File: config.mk
export PLATFORM = sky130hd
export DESIGN_NAME = anita4_scaler_snapshot_seq
export DESIGN_NICKNAME = d
export VERILOG_FILES = /design/src/rtl/anita4_scaler_snapshot_seq.sv
export SDC_FILE = /design/constraint.sdc
export NUM_CORES = 2
export LEC_CHECK = 0
export CAP_MARGIN = 20
export CORE_ASPECT_RATIO = 0.75
export CORE_MARGIN = 10
export CORE_UTILIZATION = 55
export DETAILED_ROUTE_END_ITERATION = 16
export MAX_ROUTING_LAYER = met4
export PLACE_DENSITY = 0.71
export RECOVER_POWER = 100
export SLEW_MARGIN = 0
export SYNTH_ARGS = -nofsm -noshare
export SYNTH_HDL_FRONTEND = slang
export SYNTH_SLANG_ARGS = --single-unit
File: constraint.sdc
create_clock -name clk33_i -period 9.2 [get_ports clk33_i]
set_clock_uncertainty 0.2 [all_clocks]
set_input_delay 1.84 -clock clk33_i [delete_from_list [all_inputs] [get_ports clk33_i]]
set_output_delay 1.84 -clock clk33_i [all_outputs]
set_load 0.01 [all_outputs]
File: src/rtl/anita4_scaler_snapshot_seq.sv
`default_nettype none
// ============================================================================
// Module      : anita4_scaler_snapshot_seq
// Description : Once per PPS, walks all 36 scaler words into a double-buffered
//               snapshot the host reads at its own pace. Optional checksum
//               word at read address 36: SCALER_SNAPSHOT_CHECKSUM_EN.
// Revision    : 1.0 - initial release
// ============================================================================
module anita4_scaler_snapshot_seq #(
    parameter int PPS_DELAY     = 4,
    parameter int SETTLE_CYCLES = 2
) (
    input  logic        clk33_i,
    input  logic        rst_i,
    input  logic        pps_i,
    output logic [5:0]  scal_addr_o,
    input  logic [31:0] scal_dat_i,
    input  logic [5:0]  rd_addr_i,
    output logic [31:0] rd_dat_o,
    input  logic        rd_ack_i,
    output logic        snap_valid_o,
    output logic [7:0]  snap_seq_o,
    output logic [7:0]  overrun_o,
    output logic        busy_o
);

    localparam int               N_WORDS     = 36;
    localparam int               DLY_W       = (PPS_DELAY > 0) ? $clog2(PPS_DELAY + 1) : 1;
    localparam logic [DLY_W-1:0] DLY_LAST    = DLY_W'(PPS_DELAY - 1);
    localparam logic [3:0]       SETTLE_LAST = 4'(SETTLE_CYCLES - 1);
    localparam logic [5:0]       K_LAST      = 6'd35;

    typedef enum logic [1:0] {
        S_IDLE  = 2'd0,
        S_DELAY = 2'd1,
        S_ADDR  = 2'd2,
        S_DONE  = 2'd3
    } state_t;

    state_t           state_q, state_d;
    logic             pps_q;
    logic             pps_edge_q, pps_edge_d;
    logic [DLY_W-1:0] dly_q, dly_d;
    logic [5:0]       k_q, k_d;
    logic [3:0]       settle_q, settle_d;
    logic [5:0]       scal_addr_q, scal_addr_d;
    logic             bank_sel_q, bank_sel_d;
    logic             snap_valid_q, snap_valid_d;
    logic [7:0]       snap_seq_q, snap_seq_d;
    logic [7:0]       overrun_q, overrun_d;
    logic             busy_q, busy_d;
    logic [31:0]      rd_dat_q, rd_dat_d;
    logic             bank_we;
    logic [1:0]       ovr_inc;
    logic [8:0]       ovr_sum;
    logic [31:0]      bank_q [2][N_WORDS];
`ifdef SCALER_SNAPSHOT_CHECKSUM_EN
    logic [31:0]      csum_q, csum_d;
    logic [31:0]      csum_bank_q [2];
`endif

    // Aux words sit at 0x20,0x21,0x24,0x25: only the last two skip a gap.
    function automatic logic [5:0] word_addr(input logic [5:0] k);
        return (k < 6'd34) ? k : k + 6'd2;
    endfunction

    always_comb begin
        pps_edge_d   = pps_i & ~pps_q;
        state_d      = state_q;
        dly_d        = dly_q;
        k_d          = k_q;
        settle_d     = settle_q;
        scal_addr_d  = scal_addr_q;
        bank_sel_d   = bank_sel_q;
        snap_valid_d = snap_valid_q;
        snap_seq_d   = snap_seq_q;
        bank_we      = 1'b0;
        ovr_inc      = 2'd0;

        if (rd_ack_i) begin
            snap_valid_d = 1'b0;
        end
        if (pps_edge_q && (state_q != S_IDLE)) begin
            ovr_inc = ovr_inc + 2'd1;
        end

        case (state_q)
            S_IDLE: begin
                scal_addr_d = 6'd0;
                if (pps_edge_q) begin
                    if (PPS_DELAY == 0) begin
                        state_d  = S_ADDR;
                        k_d      = 6'd0;
                        settle_d = 4'd0;
                    end else begin
                        state_d = S_DELAY;
                        dly_d   = '0;
                    end
                end
            end
            S_DELAY: begin
                if (dly_q == DLY_LAST) begin
                    state_d     = S_ADDR;
                    k_d         = 6'd0;
                    settle_d    = 4'd0;
                    scal_addr_d = 6'd0;
                end else begin
                    dly_d = dly_q + 1'b1;
                end
            end
            S_ADDR: begin
                if (settle_q == SETTLE_LAST) begin
                    bank_we  = 1'b1;
                    settle_d = 4'd0;
                    if (k_q == K_LAST) begin
                        state_d     = S_DONE;
                        scal_addr_d = 6'd0;
                    end else begin
                        k_d         = k_q + 6'd1;
                        scal_addr_d = word_addr(k_q + 6'd1);
                    end
                end else begin
                    settle_d = settle_q + 4'd1;
                end
            end
            S_DONE: begin
                state_d = S_IDLE;
                // An ack in this very clock frees the read bank, so publish wins.
                if (!snap_valid_q || rd_ack_i) begin
                    bank_sel_d   = ~bank_sel_q;
                    snap_valid_d = 1'b1;
                    snap_seq_d   = snap_seq_q + 8'd1;
                end else begin
                    ovr_inc = ovr_inc + 2'd1;
                end
            end
            default: state_d = S_IDLE;
        endcase

        ovr_sum   = {1'b0, overrun_q} + {7'd0, ovr_inc};
        overrun_d = ovr_sum[8] ? 8'hFF : ovr_sum[7:0];
        busy_d    = (state_d != S_IDLE);

`ifdef SCALER_SNAPSHOT_CHECKSUM_EN
        if (state_q != S_ADDR) begin
            csum_d = 32'd0;
        end else if (bank_we) begin
            csum_d = csum_q ^ scal_dat_i;
        end else begin
            csum_d = csum_q;
        end
`endif

        rd_dat_d = 32'd0;
        if (rd_addr_i < 6'd36) begin
            rd_dat_d = bank_q[bank_sel_q][rd_addr_i];
        end
`ifdef SCALER_SNAPSHOT_CHECKSUM_EN
        else if (rd_addr_i == 6'd36) begin
            rd_dat_d = csum_bank_q[bank_sel_q];
        end
`endif
    end

    always_ff @(posedge clk33_i) begin
        if (rst_i) begin
            state_q      <= S_IDLE;
            pps_q        <= 1'b0;
            pps_edge_q   <= 1'b0;
            dly_q        <= '0;
            k_q          <= 6'd0;
            settle_q     <= 4'd0;
            scal_addr_q  <= 6'd0;
            bank_sel_q   <= 1'b0;
            snap_valid_q <= 1'b0;
            snap_seq_q   <= 8'd0;
            overrun_q    <= 8'd0;
            busy_q       <= 1'b0;
            rd_dat_q     <= 32'd0;
`ifdef SCALER_SNAPSHOT_CHECKSUM_EN
            csum_q       <= 32'd0;
`endif
        end else begin
            state_q      <= state_d;
            pps_q        <= pps_i;
            pps_edge_q   <= pps_edge_d;
            dly_q        <= dly_d;
            k_q          <= k_d;
            settle_q     <= settle_d;
            scal_addr_q  <= scal_addr_d;
            bank_sel_q   <= bank_sel_d;
            snap_valid_q <= snap_valid_d;
            snap_seq_q   <= snap_seq_d;
            overrun_q    <= overrun_d;
            busy_q       <= busy_d;
            rd_dat_q     <= rd_dat_d;
`ifdef SCALER_SNAPSHOT_CHECKSUM_EN
            csum_q       <= csum_d;
`endif
        end
    end

    // Snapshot storage carries no reset; contents are meaningless until a publish.
    always_ff @(posedge clk33_i) begin
        if (bank_we) begin
            bank_q[~bank_sel_q][k_q] <= scal_dat_i;
        end
    end

`ifdef SCALER_SNAPSHOT_CHECKSUM_EN
    always_ff @(posedge clk33_i) begin
        if (state_q == S_DONE) begin
            csum_bank_q[~bank_sel_q] <= csum_q;
        end
    end
`endif

    assign scal_addr_o  = scal_addr_q;
    assign rd_dat_o     = rd_dat_q;
    assign snap_valid_o = snap_valid_q;
    assign snap_seq_o   = snap_seq_q;
    assign overrun_o    = overrun_q;
    assign busy_o       = busy_q;

endmodule
`default_nettype wire

Yosys cells after proc, flatten, opt, wreduce, memory -nomap -nowiden
Memories as Yosys holds them, arrays and structs flattened. A register that Yosys moved wholly into a read port is not among the register bits.
Index checks and enable logic that the tools add are counted.
W data, S select, Z words.
{"block": "classes", "n_eq_ne": 11, "magnitude_cmp": 5, "n_reduce_logical": 16, "n_addsub": 7, "n_mux": 37, "n_bitwise": 6}
{"op": "$mux W1152", "count": 1}
{"op": "$bmux W32 S6", "count": 1}
{"op": "$demux W32 S6", "count": 1}
{"op": "$mux W32", "count": 3}
{"op": "$mux W6", "count": 6}
{"op": "$pmux W6 S3", "count": 1}
{"op": "$ge A7 B7 Y1 const B", "count": 2}
{"op": "$not A6 Y7", "count": 2}
{"op": "$lt A6 B6 Y1 const B", "count": 2}
{"op": "$mux W2", "count": 6}
{"op": "$pmux W6 S2", "count": 1}
{"op": "$ne A2 B2 Y1 const B", "count": 5}
{"op": "$add A8 B2 Y9", "count": 1}
{"op": "$mux W1", "count": 9}
{"op": "$add A8 B1 Y8 const B", "count": 1}
{"op": "$mux W4", "count": 2}
{"op": "$mux W8", "count": 1}
{"op": "$pmux W2 S4", "count": 1}
{"op": "$pmux W4 S2", "count": 1}
{"op": "$reduce_bool A2 Y1", "count": 4}
{"op": "$lt A7 B1 Y1 const B", "count": 1}
{"op": "$add A6 B1 Y6 const B", "count": 1}
{"op": "$add A6 B2 Y6 const B", "count": 1}
{"op": "$eq A6 B6 Y1 const B", "count": 1}
{"op": "other kinds (20)", "count": 27}
{"block": "totals", "mem_count": 1, "mem_bits_rw": 2304, "elab_cells": 96, "reg_bits": 74, "in_bits": 42, "output_inout_bits": 56}
{"name": "bank_q", "depth": 2, "word_bits": 1152, "rd": 1, "rd_ports_with_merged_regs": 1, "wr": 1, "line": "56", "rtl": "logic [31:0] bank_q [2][N_WORDS];"}

Depth between registers and ports, before layout
{"block": "logic_depth", "depth_word": 8, "ltp_mapped": 12, "depth_no_buf": 11}

Least setup slack after synthesis
No wires, ideal clock.
{"block": "synth_timing", "path_kind": "input to register", "from": "input port rd_ack_i", "to": "register overrun_q[0], in the netlist overrun_o[0]", "setup_ns": 0.132, "cell_stages": 11, "required_ns": 8.868, "t_arrival_ns": 3.580, "setup_slack_ns": 5.288, "cell_sequence": "nor2b_1 -> ha_1 -> mux2_2 -> a22o_1 -> ha_1 -> inv_1 -> fa_1 -> nand2b_1 -> nor2_1 -> nand3_1 -> a21oi_1"}
{"block": "synth_via", "elab_chain_cells": 5}
{"item": "start, declared", "line": "20", "rtl": "input logic rd_ack_i,"}
{"item": "$logic_or A1 B1 Y1", "line": "129", "rtl": "if (!snap_valid_q || rd_ack_i) begin"}
{"item": "$mux W2", "line": "129"}
{"item": "$mux W2", "line": "87", "rtl": "case (state_q)"}
{"item": "$add A8 B2 Y9", "line": "140", "rtl": "ovr_sum = {1'b0, overrun_q} + {7'd0, ovr_inc};"}
{"item": "$mux W8", "line": "141", "rtl": "overrun_d = ovr_sum[8] ? 8'hFF : ovr_sum[7:0];"}
{"item": "end signal, assigned", "line": "194", "rtl": "overrun_q <= overrun_d;"}
{"item": "end, declared", "line": "50", "rtl": "logic [7:0] overrun_q, overrun_d;"}
No other way between the ends.
A chain may end at the register's enable or synchronous reset.

Final worst setup path
{"block": "layout_timing", "from": "register settle_q[0]", "to": "memory bank_q[1][675] in the netlist's numbering (enable)"}
{"block": "layout_via", "elab_chain_cells": 5}
{"item": "start, declared", "line": "45", "rtl": "logic [3:0] settle_q, settle_d;"}
{"item": "start signal, assigned", "line": "189", "rtl": "settle_q <= settle_d;"}
{"item": "$eq A4 B1 Y1", "line": "112", "rtl": "if (settle_q == SETTLE_LAST) begin"}
{"item": "$mux W1", "line": "112"}
{"item": "$mux W1", "line": "87"}
{"item": "$mux W1", "line": "205", "rtl": "if (bank_we) begin"}
{"item": "$mux W1152 (not written as such)", "line": "206", "rtl": "bank_q[~bank_sel_q][k_q] <= scal_dat_i;"}
{"item": "end, declared", "line": "56"}
No other way between the ends.

==> impl_metrics.prom <==
# TYPE chip_impl_metric gauge
chip_impl_metric{name="drive_above_1_share",unit="%"} 22.17
chip_impl_metric{name="netlist_area",unit="um2"} 90690
chip_impl_metric{name="syn-instance-count",unit=""} 4088
chip_impl_metric{name="final.min_clock_period",unit="ps"} 6913
chip_impl_metric{name="maximum_level_of_the_cts_h_tree",unit=""} 4
chip_impl_metric{name="first_pass_grt_wire_length",unit="um"} 342800
chip_impl_info{name="type_of_the_most_critical_hold_path",value="register to register"} 1
chip_impl_metric{name="ctsHoldBuffers",unit=""} 0
chip_impl_metric{name="routed_antenna_nets",unit=""} 0
chip_impl_metric{name="die_area",unit="um2"} 181700
chip_impl_metric{name="num_io_pins",unit=""} 98
chip_impl_metric{name="synth.yosys.warnings",unit=""} 0
chip_impl_info{name="root_buffer",value="sky130_fd_sc_hd__clkbuf_16"} 1
chip_impl_info{name="violated_checks",value="capacitance limit, slew limit"} 1
chip_impl_metric{name="maxClockFrequency",unit="MHz"} 144.7
chip_impl_metric{name="post_cts_resize_count",unit=""} 0
chip_impl_metric{name="place_area",unit="um2"} 94790
chip_impl_info{name="ys.flop_type",value="sky130_fd_sc_hd__edfxtp_1"} 1
chip_impl_metric{name="cts_buffer_depth",unit=""} 3
chip_impl_metric{name="route.layer.met1.wl",unit="um"} 91660
chip_impl_metric{name="routabilityCongestion",unit=""} 0.8660
chip_impl_info{name="criticalPathCategory",value="register to register"} 1
chip_impl_info{name="critical_path.endpoint_type",value="register"} 1
chip_impl_metric{name="detailroute.wirelength.met3",unit="um"} 31630
chip_impl_metric{name="drc_violations_left",unit=""} 0
chip_impl_metric{name="avgViaCountPerCell",unit=""} 6.809
chip_impl_metric{name="async_reset_ff_share",unit="%"} 0
chip_impl_metric{name="timing.critical_path.arrival",unit="ps"} 7150
chip_impl_metric{name="via_count",unit=""} 45510
chip_impl_metric{name="slew_violations",unit=""} 4685
chip_impl_metric{name="dp.final_hpwl",unit="um"} 135700
chip_impl_metric{name="path_max_fanout",unit=""} 18
chip_impl_metric{name="grt_start_max_net_pins",unit=""} 140
chip_impl_metric{name="numClockSinks",unit=""} 2379
chip_impl_metric{name="register_area_share_after_synthesis",unit="%"} 77.95
chip_impl_metric{name="syn_nets",unit=""} 4141
chip_impl_metric{name="start_util",unit="%"} 55.57
chip_impl_info{name="path_cells",value="ha_1 -> or3b_2 -> nor3_1 -> nand3_1 -> nor2_1 -> clkbuf_1"} 1
chip_impl_metric{name="static-leakage-power",unit="nW"} 30.77
chip_impl_metric{name="timing.critical_path.slowest_cell_delay",unit="ps"} 2580
chip_impl_metric{name="final.setup.tns",unit="ps"} 0
chip_impl_metric{name="synth.lib_cells_used.distinct",unit=""} 69
chip_impl_metric{name="hold-path-cell-count",unit=""} 1
chip_impl_metric{name="synthesis.area_per_instance",unit="um2"} 22.18
chip_impl_metric{name="whs",unit="ps"} 198.7
chip_impl_info{name="cts_tree",value="yes"} 1
chip_impl_metric{name="tightestPinTransition",unit="ps"} 3963
chip_impl_metric{name="vdd_ir_drop_max",unit="mV"} 0.2323
chip_impl_metric{name="post-place-cells",unit=""} 6275
chip_impl_metric{name="clock_latency",unit="ps"} 860
chip_impl_metric{name="layoutNonFillerInstCount",unit=""} 6683
chip_impl_info{name="timing.hold.worst.start",value="pps_q"} 1
chip_impl_metric{name="register_to_register_path_depth",unit=""} 6
chip_impl_metric{name="total_wire_length",unit="um"} 241900
chip_impl_info{name="critical_path.startpoint",value="settle_q[0]"} 1
chip_impl_metric{name="final_area",unit="um2"} 100900
chip_impl_metric{name="numCtsBuffers",unit=""} 211
chip_impl_metric{name="num_rows",unit=""} 128
chip_impl_metric{name="count_of_fill_cells_added_during_filler_insertion",unit=""} 10960
chip_impl_metric{name="synth_enable_flop_cells",unit=""} 2304
chip_impl_info{name="critPathSlowestCell",value="sky130_fd_sc_hd__nor2_1"} 1
chip_impl_info{name="highest_layer",value="met4"} 1
chip_impl_metric{name="post-place-ws",unit="ps"} 3888
chip_impl_metric{name="grt_use_total",unit="%"} 27.50
chip_impl_metric{name="fp.dieH",unit="um"} 371.7
chip_impl_metric{name="area_delta_synth_final",unit="%"} 11.21
chip_impl_metric{name="path_clk_slew",unit="ps"} 60
chip_impl_metric{name="die_width",unit="um"} 488.9
chip_impl_metric{name="finalCritPeriodShare",unit="%"} 75.14
chip_impl_metric{name="routed_wire_length_per_instance",unit="um"} 36.19
chip_impl_info{name="worstSetupStartpointType",value="register"} 1
chip_impl_metric{name="nets",unit=""} 4396
chip_impl_metric{name="port_buffers",unit=""} 97
chip_impl_metric{name="drt_iter0_markers",unit=""} 7362
chip_impl_metric{name="drv_cap",unit=""} 133
chip_impl_metric{name="globalRouteOverflowTotal",unit=""} 0
chip_impl_metric{name="core-area",unit="um2"} 163200
chip_impl_metric{name="first_global_vias",unit=""} 44490
chip_impl_info{name="run_status",value="finished with violations"} 1
chip_impl_info{name="r2r_start",value="settle_q[0]"} 1
chip_impl_metric{name="regArea",unit="um2"} 70690
chip_impl_metric{name="post_synthesis_register_bit_count",unit=""} 2379
chip_impl_metric{name="setup_ws",unit="ps"} 2287
chip_impl_metric{name="post-cts-setup-buffer-count",unit=""} 0
chip_impl_metric{name="final-setup-viol-count",unit=""} 0
chip_impl_info{name="grt_setup_unrepaired",value="no"} 1
chip_impl_metric{name="final_hold_vio_count",unit=""} 0
chip_impl_metric{name="wl_met2",unit="um"} 108600
chip_impl_metric{name="multiInputGateArea",unit="um2"} 18970
chip_impl_metric{name="power_per_standard_cell_area",unit="nW/um2"} 211.9
chip_impl_metric{name="initial_antenna_violation_count",unit=""} 22
chip_impl_metric{name="worst-endpoint-required",unit="ps"} 9430
chip_impl_metric{name="detail_route.first_pass.iterations",unit=""} 6
chip_impl_metric{name="timing.max_slew.rel_slack",unit="%"} -164.2
-- worst max-delay path, delay by kind of cell, from the launching register on --
kind / cells / cell delay, ps
AND/OR/NAND/NOR: 4 / 4280
adder cells (fa/ha/maj): 1 / 170
buffers and inverters: 1 / 1430
flip-flops: 1 / 400
-- path summary, 6_finish.rpt --
kind / endpoint / slack (ps)
worst max-delay path: bank_q[1][675] / 2290
worst min-delay path: pps_edge_q / 200
worst max register to register: bank_q[1][675] / 2290
worst min register to register: pps_edge_q / 200
-- state kept, by name, indices dropped and copies added, names as in the netlist, named ones only --
signal / flops
snap_valid_o: 1
settle_q: 4
k_q: 6
scal_addr_o: 6
rd_dat_o: 32
dly_q: 3
pps_edge_q: 1
state_q: 2
bank_q: 2304
busy_o: 1
pps_q: 1
bank_sel_q: 1
overrun_o: 8
snap_seq_o: 8
-- through the flow --
stage	total power [mW]	util (%)
2_1_floorplan	12.41	-
3_3_place_gp	12.81	58.06
3_5_place_dp	12.83	58.08
4_1_cts	21.40	62.27
5_1_grt	21.87	61.80
6_report	21.37	61.80
-- cell type report --
type	count	share of cell area [%]
diodes	9	0.02233
clock buffers	284	5.802
clock inverters	115	0.9639
inverters	10	0.03970
multi-input cells	1495	18.81
flip-flops and latches	2379	70.09
well taps	2145	2.661
repair buffers	246	1.609
-- cell families (layout without fill, tap and decap cells) --
kind of cell / after synthesis / count (layout) / synth area share, %
buffers and inverters: 214 / 655 / 1.358
DFF: 2379 / 2379 / 77.95
and+or+nand+nor: 418 / 418 / 2.112
xor gates and xnor gates: 17 / 17 / 0.1642
AOI/OAI and AO/OA: 325 / 325 / 2.508
other: 0 / 9 / 0
adders and majority gates: 11 / 11 / 0.1600
muxes: 724 / 724 / 15.75
-- cells in the final DEF (no fill, tap or decap), types with 13 or more instances in the layout --
cell | synthesis | final
sky130_fd_sc_hd__mux2_2 | 14 | 14
sky130_fd_sc_hd__nor2_4 | 0 | 25
sky130_fd_sc_hd__clkbuf_8 | 0 | 17
sky130_fd_sc_hd__a221oi_1 | 19 | 19
sky130_fd_sc_hd__nor2_1 | 156 | 130
sky130_fd_sc_hd__mux2i_1 | 149 | 149
sky130_fd_sc_hd__clkinv_1 | 1 | 39
sky130_fd_sc_hd__edfxtp_1 | 2304 | 2304
sky130_fd_sc_hd__a22oi_1 | 91 | 91
sky130_fd_sc_hd__nand3_1 | 48 | 48
sky130_fd_sc_hd__buf_2 | 63 | 29
sky130_fd_sc_hd__dlygate4sd3_1 | 0 | 57
sky130_fd_sc_hd__o21ai_0 | 48 | 48
sky130_fd_sc_hd__nand4_1 | 21 | 21
sky130_fd_sc_hd__nor2b_1 | 27 | 24
sky130_fd_sc_hd__a221o_1 | 13 | 13
sky130_fd_sc_hd__mux4_2 | 561 | 561
sky130_fd_sc_hd__bufinv_16 | 0 | 13
sky130_fd_sc_hd__nand2_1 | 105 | 105
sky130_fd_sc_hd__clkbuf_16 | 0 | 217
sky130_fd_sc_hd__buf_4 | 29 | 36
sky130_fd_sc_hd__dfxtp_1 | 75 | 74
sky130_fd_sc_hd__nor3_1 | 14 | 13
sky130_fd_sc_hd__clkbuf_1 | 60 | 161
sky130_fd_sc_hd__nand2b_1 | 13 | 13
sky130_fd_sc_hd__a21oi_1 | 61 | 61
sky130_fd_sc_hd__clkinv_2 | 0 | 43
sky130_fd_sc_hd__o22ai_1 | 22 | 22
-- synthesized netlist by cell type, types with 19 or more instances --
master,number,area (um2)
sky130_fd_sc_hd__mux4_2,561,12630
sky130_fd_sc_hd__buf_1,24,90.09
sky130_fd_sc_hd__a21oi_1,61,305.3
sky130_fd_sc_hd__nand4_1,21,131.4
sky130_fd_sc_hd__nand2_1,105,394.1
sky130_fd_sc_hd__buf_2,63,315.3
sky130_fd_sc_hd__a221oi_1,19,166.4
sky130_fd_sc_hd__o21ai_0,48,240.2
sky130_fd_sc_hd__o22ai_1,22,137.6
sky130_fd_sc_hd__clkbuf_1,60,225.2
sky130_fd_sc_hd__mux2i_1,149,1491
sky130_fd_sc_hd__dfxtp_1,75,1501
sky130_fd_sc_hd__edfxtp_1,2304,69190
sky130_fd_sc_hd__nor2b_1,27,168.9
sky130_fd_sc_hd__buf_4,29,217.7
sky130_fd_sc_hd__nor2_1,156,585.6
sky130_fd_sc_hd__a22oi_1,91,683.2
sky130_fd_sc_hd__buf_6,24,270.3
sky130_fd_sc_hd__nand3_1,48,240.2
-- layer usage --
layer  global-route usage (%)  up-vias
li1                         -    17800
met1                    38.99    23870
met2                    39.62     3349
met3                    6.467      493
met4                    9.620        0
met5                        -        -
-- power by group --
| group | switching, mW | internal, mW | total, mW |
|---|---|---|---|
| registers | 0.0252 | 11.9 | 11.9 |
| logic | 0.497 | 0.194 | 0.691 |
| clock network | 3.91 | 4.83 | 8.75 |
No activity file was read; power rests on OpenSTA's default activity.
